## src/rtl/mem_arbiter.sv

```systemverilog
// Two-port arbiter sharing one single-port word RAM between instruction fetch
// and load/store. One accept cycle is always followed by one response cycle.
module mem_arbiter #(
  parameter bit FIXED_PRIO = 1'b0,
  parameter int ADDR_W     = 30
) (
  input  logic              clk,
  input  logic              resetn,
  input  logic              i_req_valid,
  output logic              i_req_ready,
  input  logic [ADDR_W-1:0] i_addr,
  output logic              i_rsp_valid,
  output logic [31:0]       i_rsp_data,
  input  logic              d_req_valid,
  output logic              d_req_ready,
  input  logic [ADDR_W-1:0] d_addr,
  input  logic              d_we,
  input  logic [31:0]       d_wdata,
  output logic              d_rsp_valid,
  output logic [31:0]       d_rsp_data,
  output logic [ADDR_W-1:0] ram_addr,
  output logic [31:0]       ram_din,
  output logic              ram_re,
  output logic              ram_we,
  input  logic [31:0]       ram_dout
);

  typedef enum logic [1:0] {
    IDLE  = 2'd0,
    RSP_I = 2'd1,
    RSP_D = 2'd2
  } state_t;

  state_t state, state_next;
  logic   last_grant, last_grant_next;
  logic   store_pend, store_pend_next;
  logic   grant_i, grant_d;

  // On conflict, round-robin hands the bus to whichever port did not win last.
  always_comb begin
    grant_i = 1'b0;
    grant_d = 1'b0;
    if (resetn && (state == IDLE)) begin
      if (i_req_valid && d_req_valid) begin
        if (FIXED_PRIO || !last_grant) begin
          grant_d = 1'b1;
        end else begin
          grant_i = 1'b1;
        end
      end else begin
        grant_i = i_req_valid;
        grant_d = d_req_valid;
      end
    end
  end

  always_comb begin
    state_next      = state;
    last_grant_next = last_grant;
    store_pend_next = store_pend;
    i_req_ready     = 1'b0;
    d_req_ready     = 1'b0;
    i_rsp_valid     = 1'b0;
    i_rsp_data      = '0;
    d_rsp_valid     = 1'b0;
    d_rsp_data      = '0;
    ram_addr        = '0;
    ram_din         = '0;
    ram_re          = 1'b0;
    ram_we          = 1'b0;

    if (resetn) begin
      unique case (state)
        IDLE: begin
          if (grant_i) begin
            i_req_ready     = 1'b1;
            ram_addr        = i_addr;
            ram_re          = 1'b1;
            state_next      = RSP_I;
            last_grant_next = 1'b0;
          end else if (grant_d) begin
            d_req_ready     = 1'b1;
            ram_addr        = d_addr;
            ram_we          = d_we;
            ram_re          = !d_we;
            ram_din         = d_we ? d_wdata : 32'h0;
            state_next      = RSP_D;
            last_grant_next = 1'b1;
            store_pend_next = d_we;
          end
        end
        RSP_I: begin
          i_rsp_valid = 1'b1;
          i_rsp_data  = ram_dout;
          state_next  = IDLE;
        end
        RSP_D: begin
          // A store has nothing to return; its acknowledge carries zero.
          d_rsp_valid = 1'b1;
          d_rsp_data  = store_pend ? 32'h0 : ram_dout;
          state_next  = IDLE;
        end
        default: begin
          state_next = IDLE;
        end
      endcase
    end
  end

  always_ff @(posedge clk) begin
    if (!resetn) begin
      state      <= IDLE;
      last_grant <= 1'b0;
      store_pend <= 1'b0;
    end else begin
      state      <= state_next;
      last_grant <= last_grant_next;
      store_pend <= store_pend_next;
    end
  end

  // Invariants of the one-accept-then-one-response protocol.
  a_one_ready : assert property (@(posedge clk) disable iff (!resetn)
    !(i_req_ready && d_req_ready));
  a_i_latency : assert property (@(posedge clk) disable iff (!resetn)
    i_req_ready |=> i_rsp_valid);
  a_d_latency : assert property (@(posedge clk) disable iff (!resetn)
    d_req_ready |=> d_rsp_valid);
  a_no_access_in_rsp : assert property (@(posedge clk) disable iff (!resetn)
    (i_rsp_valid || d_rsp_valid) |-> !(ram_re || ram_we));

endmodule

```

## config.mk

```make
export PLATFORM = sky130hd
export DESIGN_NAME = mem_arbiter
export DESIGN_NICKNAME = d
export VERILOG_FILES = /design/src/rtl/mem_arbiter.sv
export SDC_FILE = /design/constraint.sdc
export NUM_CORES = 1
export LEC_CHECK = 0
export BUFFER_PORTS_ARGS = -buffer_cell sky130_fd_sc_hd__buf_2
export CAP_MARGIN = 20
export CORE_AREA = 2 2 101 103
export CTS_CLUSTER_DIAMETER = 50
export CTS_CLUSTER_SIZE = 24
export DETAILED_ROUTE_END_ITERATION = 10
export DIE_AREA = 0 0 103 105
export PLACE_DENSITY = 0.48
export SETUP_SLACK_MARGIN = 0.02
export SLEW_MARGIN = 20
export SYNTH_ARGS = -nofsm -noshare
export SYNTH_HDL_FRONTEND = slang
export SYNTH_SLANG_ARGS = --single-unit
```

## constraint.sdc

```tcl
create_clock -name clk -period 1.8 [get_ports clk]
set_input_delay 0.27 -clock clk [delete_from_list [all_inputs] [get_ports clk]]
set_output_delay 0.27 -clock clk [all_outputs]
set_load 0.05 [all_outputs]
```

Word-level counts from Yosys, hierarchy flattened
Cells that the tools add are included.
{ "totals": {"reg_bits": 4, "elab_cells": 61, "output_inout_bits": 132} }
{ "classes": {"bitwise": 3, "n_reduce_logical": 9, "n_eq_ne": 2, "muxes": 43} }
{ "ops": {"columns": ["operator", "count"], "rows": [
  ["two-way mux 32 bit", 10],
  ["two-way mux 30 bit", 4],
  ["two-way mux 1 bit", 29],
  ["AND reduction 2 bit", 2],
  ["inverter 1 bit", 3],
  ["AND reduction 3 bit", 1],
  ["OR reduction 3 bit", 1],
  ["== test 2 x 1 -> 1 bit (second input constant)", 1],
  ["== test 2 bit (second input constant)", 1],
  ["logical AND 1 bit", 2],
  ["logical NOT 2 bit", 1],
  ["nonzero test 2 bit", 1],
  ["logical NOT 1 bit", 1]
]} }

Logic depth before layout (Yosys ltp)
Gate-level depths: netlist of run 1.
{ "depth": {"depth_word": 7, "depth_mapped": 5} }

Least setup slack after synthesis of run 1
No wires, ideal clock.
{ "synth_timing": {"path_type": "register to output", "startpoint": "reg state[0]", "endpoint": "out d_rsp_data[10]", "stages_incl_launch_ff": 5, "n_path_buf": 1, "slack_ns": -0.217, "arrival_time_ns": 1.747, "path_cell_list": "dfxtp_1 and3b_1 and2b_1 clkbuf_1 and2_1"} }
{ "synth_between": {"elab_chain_len": 3} }
{ "synth_rtl": {"columns": ["element", "line", "text"], "rows": [
  ["from (decl)", "34", "state_t state, state_next;"],
  ["from (signal assigned)", "116", "state <= state_next;"],
  ["== test 2 bit", "73", "unique case (state)"],
  ["two-way mux 32 bit", "73", null],
  ["two-way mux 32 bit", "72", "if (resetn) begin"],
  ["to (decl)", "20", "output logic [31:0] d_rsp_data,"]
]} }
No other way between the ends.

Worst setup path in the final report of run 1
{ "layout_timing": {"startpoint": "reg state[0]", "endpoint": "out ram_addr[0]"} }
{ "layout_between": {"elab_chain_len": 7, "word_cells_on_any_way": 8, "cone_classes": "6 x mux; 2 x reduce/logical"} }
{ "layout_rtl": {"columns": ["element", "line", "text"], "rows": [
  ["logical NOT 2 bit (*)", "43, 73", null],
  ["logical AND 1 bit", "43", "if (resetn && (state == IDLE)) begin"],
  ["two-way mux 1 bit", "43", null],
  ["two-way mux 30 bit", "81", "end else if (grant_d) begin"],
  ["two-way mux 30 bit", "75", "if (grant_i) begin"],
  ["two-way mux 30 bit (*)", "73", null],
  ["two-way mux 30 bit (*)", "72", null],
  ["to (decl)", "21", "output logic [ADDR_W-1:0] ram_addr,"]
]} }
Every way passes the cells marked *; elsewhere a longest branch is shown, timed or not.

==> impl_metrics.env, run 1 <==
export IMPL_status="finished, violations left"
export IMPL_violations="negative setup slack"
export IMPL_yosys_mux_area_fraction_pct=0.835
export IMPL_hold_violations=0
export IMPL_seq_area_frac_synth_pct=6.68
export IMPL_rows=36
export IMPL_cp_required_ns=1.53
export IMPL_r2r_end="store_pend"
export IMPL_numPortBuffers=260
export IMPL_synth_cell_types=20
export IMPL_syn_nets=296
export IMPL_cts_sinks=4
export IMPL_r2r_cells=4
export IMPL_synthArstFlopShare_pct=0
export IMPL_area_delta_synth_final_pct=197
export IMPL_tightestPinTransition_ns=0.406
export IMPL_gr_max_usage_layer="met2"
export IMPL_relSlewSlack_pct=72.9
export IMPL_synth_adder_area_share_pct=0
export IMPL_post_route_min_period_ns=1.85
export IMPL_synth_top_area_share_pct=33.9
export IMPL_hold_path_depth=2
export IMPL_grt_pass1_vias=2119
export IMPL_synth_xor_area_share_pct=0
export IMPL_synth_area_um2=1200
export IMPL_yosys_cell_count_top_type="and2_1"
export IMPL_synth_warning_count=0
export IMPL_crit_path_cell_trace="nor3b_4, and3_4, buf_12, a22o_1, buf_6"
export IMPL_htree_num_levels=1
export IMPL_post_route_period_util_pct=103
export IMPL_clockRootBuffer="clkbuf_8"
export IMPL_hold_path_class="primary input to flop"
export IMPL_avgRoutedWirePerCell_um=13.7
export IMPL_place_ws_ns=0.0102
export IMPL_hold_end="state[0]"
export IMPL_multiInputGateArea_um2=1090
export IMPL_use_met1_pct=10.6
export IMPL_max_cap_violations=0
export IMPL_dr_total_vias=2268
export IMPL_clk_pin_slew_ns=0.03
export IMPL_regToRegStartpoint="state[0]"
export IMPL_grt_pass1_wl_um=9780
export IMPL_setup_viol=60
export IMPL_routed_via_density=4.12
export IMPL_synth_edff_count=0
export IMPL_layout_setup_ws_ns=-0.0481
export IMPL_grt_start_max_net_pins=37
export IMPL_synthTopCellsByArea="and2_1, a22o_1, and3_1"
export IMPL_slowest_delay_ns=0.33
export IMPL_overflow=0
export IMPL_drt_pass1_iterations=4
export IMPL_arrival_ns=1.58
export IMPL_drv_slew=0
export IMPL_grtUsageMet3_pct=1.74
export IMPL_worstSetupPathType="flop to output pin"
export IMPL_crit_path_start_kind="flop"
export IMPL_final_antenna_net_count=0
export IMPL_met2_usage_pct=23.7
export IMPL_synthCells=167
export IMPL_synth_compound_area_share_pct=23.2
export IMPL_final_nets=549
export IMPL_rsz0062_at_grt="yes"
export IMPL_ys_flop_type="dfxtp_1"
export IMPL_core_area_um2=9640
export IMPL_yosysTopAreaCell="and2_1"
export IMPL_synth_commonest_cells="and2_1, and3_1, a22o_1, clkbuf_1, dfxtp_1"
export IMPL_gp_congestion=0.802
export IMPL_routed_wl_um=7530
export IMPL_start_util_pct=12.4
export IMPL_hold_slack_ns=0.322
export IMPL_ios=261
export IMPL_fmax_ghz=0.541
export IMPL_drcViolationCount=0
export IMPL_cts_hold_buf=0
export IMPL_dieArea_um2=10800
export IMPL_die_y_um=105
export IMPL_diodes=0
export IMPL_crit_fanout=31
export IMPL_cts_buffer_depth=2
export IMPL_hp_start="i_req_valid"
export IMPL_rrSetupSlack_ns=0.57
export IMPL_cts_tree="done"
export IMPL_initialDrtViolationCount=47
export IMPL_p_per_area_nw_per_um2=378
export IMPL_crit_slowest_cell="dfxtp_2"
export IMPL_grt_usage_pct=11.3
export IMPL_cts_made_buffers=3
export IMPL_n_fill_cell=970
export IMPL_endpoint_kind="output pin"
export IMPL_antenna_found_initial=0
export IMPL_fin_worst_skew_ns=0.000372
export IMPL_p_leak_nw=2.05
export IMPL_ys_ff_latch=4
export IMPL_synth_top_family_by_area="simple AND/OR/NAND/NOR gates"
export IMPL_hpwl_um=5680
export IMPL_drive_gt1_share_pct=77.3
export IMPL_ir_drop_v=0.000189
export IMPL_synth_area_per_cell_um2=7.18
export IMPL_insertion_delay_ns=0.22
export IMPL_synth_simple_area_share_pct=58.2
export IMPL_dieWidth_um=103
export IMPL_final_util_pct=37.0
export IMPL_register_area_um2=82.6
layout make-up:
type | count | area share, %
Timing Repair Buffer | 268 | 61.1
Tap cell | 133 | 4.67
Sequential cell | 4 | 2.32
Inverter | 1 | 0.105
Multi-Input combinational cell | 142 | 30.7
Clock buffer | 3 | 1.16
what timing repair did:
item | 4_1_cts | 5_1_grt
endpoints found under the hold margin | 0 | 0
endpoints found under the setup margin | 98 | 99
buffers inserted | 0 | 0
gates resized for setup | 163 | 81
pin swaps | 0 | 1
gates cloned | 0 | 3
per-layer routing:
metal / wire length, µm / vias up
li1: - / 1087
met1: 2530 / 1001
met2: 4190 / 167
met3: 681 / 13
met4: 128 / 0
met5: 0 / -
placed cells by master, fill, tap and decap left out, drive strengths merged:
cell type  netlist  final
dfxtp            4      4
clkbuf          12      5
a21o             1      1
and3b            2      2
inv              1      1
o21bai           1      1
and3            36     36
nand2            3      3
nor3b            1      1
a22o            30     30
buf              8    266
and2            65     65
mux2i            1      1
nand2b           1      1
and2b            1      1
state kept, by name, indices dropped and copies added, names as in the netlist:
name	count
last_grant	1
state	2
store_pend	1
power by group:
group | switching, mW | internal (mW)
registers | 0.00640 | 0.0981
logic | 0.621 | 0.435
clock network | 0.0452 | 0.142
kinds of logic (layout without fill, tap and decap cells):
family | Yosys count | count (layout)
AOI/OAI and AO/OA | 32 | 32
buffers and inverters | 21 | 272
DFF | 4 | 4
muxes | 1 | 1
and+or+nand+nor | 109 | 109
how the worst max path moves through the flow:
stage                   from  slack [ns]          end
global placement      resetn        0.03  ram_addr[0]
detailed placement    resetn        0.01  ram_addr[5]
CTS                 state[0]       -0.08  ram_addr[5]
floorplan           state[0]        0.05       ram_we
global route        state[0]       -0.14  ram_din[11]
finish              state[0]       -0.05  ram_addr[0]
per-stage QoR:
step	std cells	instance area [µm²]	setup TNS, ns	total power, mW
CTS	548	3260	-2.06	1.30
floorplan	167	1250	0	0.694
finish	551	3560	-1.27	1.35
detailed placement	545	2720	0	0.984
global placement	545	2720	0	0.978
global route	551	3560	-6.48	1.41
critical path: cells and delay by family (launching register included):
kind,cells,cell delay (ns)
AO/OA/AOI/OAI,1,0.19
buffers and inverters,2,0.36
flip-flops,1,0.33
AND/OR/NAND/NOR,2,0.47
(Power assumes the default switching activity.)
==> inputs of run 2 (changes only) <==
--- a/config.mk
+++ b/config.mk
@@ -13,6 +13,7 @@
 export DETAILED_ROUTE_END_ITERATION = 10
 export DIE_AREA = 0 0 103 105
 export PLACE_DENSITY = 0.48
+export RECOVER_POWER = 100
 export SETUP_SLACK_MARGIN = 0.02
 export SLEW_MARGIN = 20
 export SYNTH_ARGS = -nofsm -noshare
==> impl_metrics.env, run 2 (same netlist as run 1, synthesis figures left out) <==
export IMPL_drv_slew=0
export IMPL_post_route_period_util_pct=103
export IMPL_top_regs="state (2), last_grant (1), store_pend (1)"
export IMPL_area_delta_synth_final_pct=197
export IMPL_grt_usage_pct=11.3
export IMPL_dr_total_vias=2280
export IMPL_p_leak_nw=2.02
export IMPL_hold_violations=0
export IMPL_dieWidth_um=103
export IMPL_p_int_mw=0.674
export IMPL_core_area_um2=9640
export IMPL_worstSetupPathType="flop to output pin"
export IMPL_rows=36
export IMPL_p_seq_share_pct=7.8
export IMPL_tightestPinTransition_ns=0.666
export IMPL_rsz0062_at_grt="yes"
export IMPL_diodes=0
export IMPL_setup_viol=85
export IMPL_largest_reg_flops=2
export IMPL_p_per_area_nw_per_um2=378
export IMPL_stdcell_count=551
export IMPL_relSlewSlack_pct=55.8
export IMPL_cts_made_buffers=3
export IMPL_avgRoutedWirePerCell_um=13.7
export IMPL_rrSetupSlack_ns=0.57
export IMPL_ios=261
export IMPL_design_power_total_mw=1.35
export IMPL_grt_start_max_net_pins=37
export IMPL_start_util_pct=12.4
export IMPL_violations="negative setup slack"
export IMPL_crit_path_start_kind="flop"
export IMPL_switching_share_pct=50.0
export IMPL_antenna_found_initial=0
export IMPL_grt_pass1_wl_um=9780
export IMPL_gp_congestion=0.802
export IMPL_n_fill_cell=970
export IMPL_htree_num_levels=1
export IMPL_grt_pass1_vias=2119
export IMPL_status="finished, violations left"
export IMPL_cts_buffer_depth=2
export IMPL_cp_required_ns=1.53
export IMPL_dieArea_um2=10800
export IMPL_cts_tree="done"
export IMPL_initialDrtViolationCount=45
export IMPL_layout_commonest_cell="buf_2"
export IMPL_final_nets=549
export IMPL_max_cap_violations=0
export IMPL_overflow=0
export IMPL_drcViolationCount=0
export IMPL_drt_pass1_iterations=4
export IMPL_comb_power_share_pct=78.3
export IMPL_ir_drop_v=0.000189
export IMPL_fin_worst_skew_ns=0.000372
export IMPL_final_antenna_net_count=0
export IMPL_multiInputGateArea_um2=1090
export IMPL_top_register="state"
export IMPL_arrival_ns=1.58
export IMPL_clk_pin_slew_ns=0.03
export IMPL_hold_path_class="primary input to flop"
export IMPL_numPortBuffers=260
export IMPL_endpoint_kind="output pin"
export IMPL_drive_gt1_share_pct=77.0
export IMPL_post_route_min_period_ns=1.85
export IMPL_routed_via_density=4.14
export IMPL_routed_wl_um=7540
export IMPL_tns_ns=-1.60
export IMPL_power_frac_clock_pct=13.9
export IMPL_fmax_ghz=0.541
export IMPL_register_area_um2=82.6
export IMPL_clockRootBuffer="clkbuf_8"
export IMPL_insertion_delay_ns=0.22
export IMPL_crit_fanout=31
export IMPL_die_y_um=105
export IMPL_dp_cells=545
export IMPL_switchingPower_mw=0.674
export IMPL_mostFrequentLayoutCells="buf_2, buf_6, and2_1, clkbuf_2, and3_1"
export IMPL_hpwl_um=5680
export IMPL_layout_setup_ws_ns=-0.0481
export IMPL_cts_sinks=4
run 2: changes by cell type in the layout (fill, tap and decap cells not counted), sizes merged:
| cell | change |
|---|---|
| clkbuf | +33 |
| buf | -33 |
run 2: power groups by stage:
stage / Clock [mW] / Sequential [mW] / Combinational [mW]
floorplan: 0 / 0.103 / 0.590
global placement: 0 / 0.105 / 0.873
finish: 0.188 / 0.105 / 1.06
detailed placement: 0 / 0.105 / 0.879
global route: 0.197 / 0.106 / 1.10
CTS: 0.194 / 0.104 / 0.999
run 2: worst max-delay path, stage by stage (launching register included):
cell     delay (ns)
dfxtp_2        0.33
nor3b_4        0.22
and3_4         0.25
buf_12         0.19
a22o_1         0.19
buf_6          0.17
run 2: worst paths after layout:
kind / from / to / cells after the start
worst max register to register: state[0] / store_pend / 4
worst min register to register: store_pend / store_pend / 2
worst min-delay path: i_req_valid / state[0] / 2
worst max-delay path: state[0] / ram_addr[0] / 5
run 2: layout make-up:
type | count | share of cell area [%]
repair buffers | 268 | 61.1
multi-input cells | 142 | 30.7
clock buffers | 3 | 1.16
inverters | 1 | 0.105
well taps | 133 | 4.67
flip-flops and latches | 4 | 2.32
run 2: what timing repair did:
item	4_1_cts	5_1_grt
buffers inserted	0	0
gates cloned	0	3
pin swaps	0	1
setup endpoints to repair	98	99
resized for setup	163	81
hold buffers	0	0
run 2: through the flow:
step / hold WS, ns / instance area (µm²) / setup WS (ns) / util, %
finish: 0.321 / 3560 / -0.0481 / 36.9
global route: 0.327 / 3560 / -0.138 / 36.9
CTS: 0.320 / 3260 / -0.0784 / 33.8
detailed placement: 0.468 / 2720 / 0.0102 / 28.2
global placement: 0.472 / 2720 / 0.0326 / 28.2
floorplan: 0.413 / 1250 / 0.0495 / -
run 2: per-layer routing:
metal  part of all wire, %  GRT usage (%)  up-vias
met3                   8.7           1.74       13
met4                   1.7           3.57        0
met5                     0              0        -
met1                    34           10.6     1013
met2                    56           23.7      167
li1                      -              -     1087
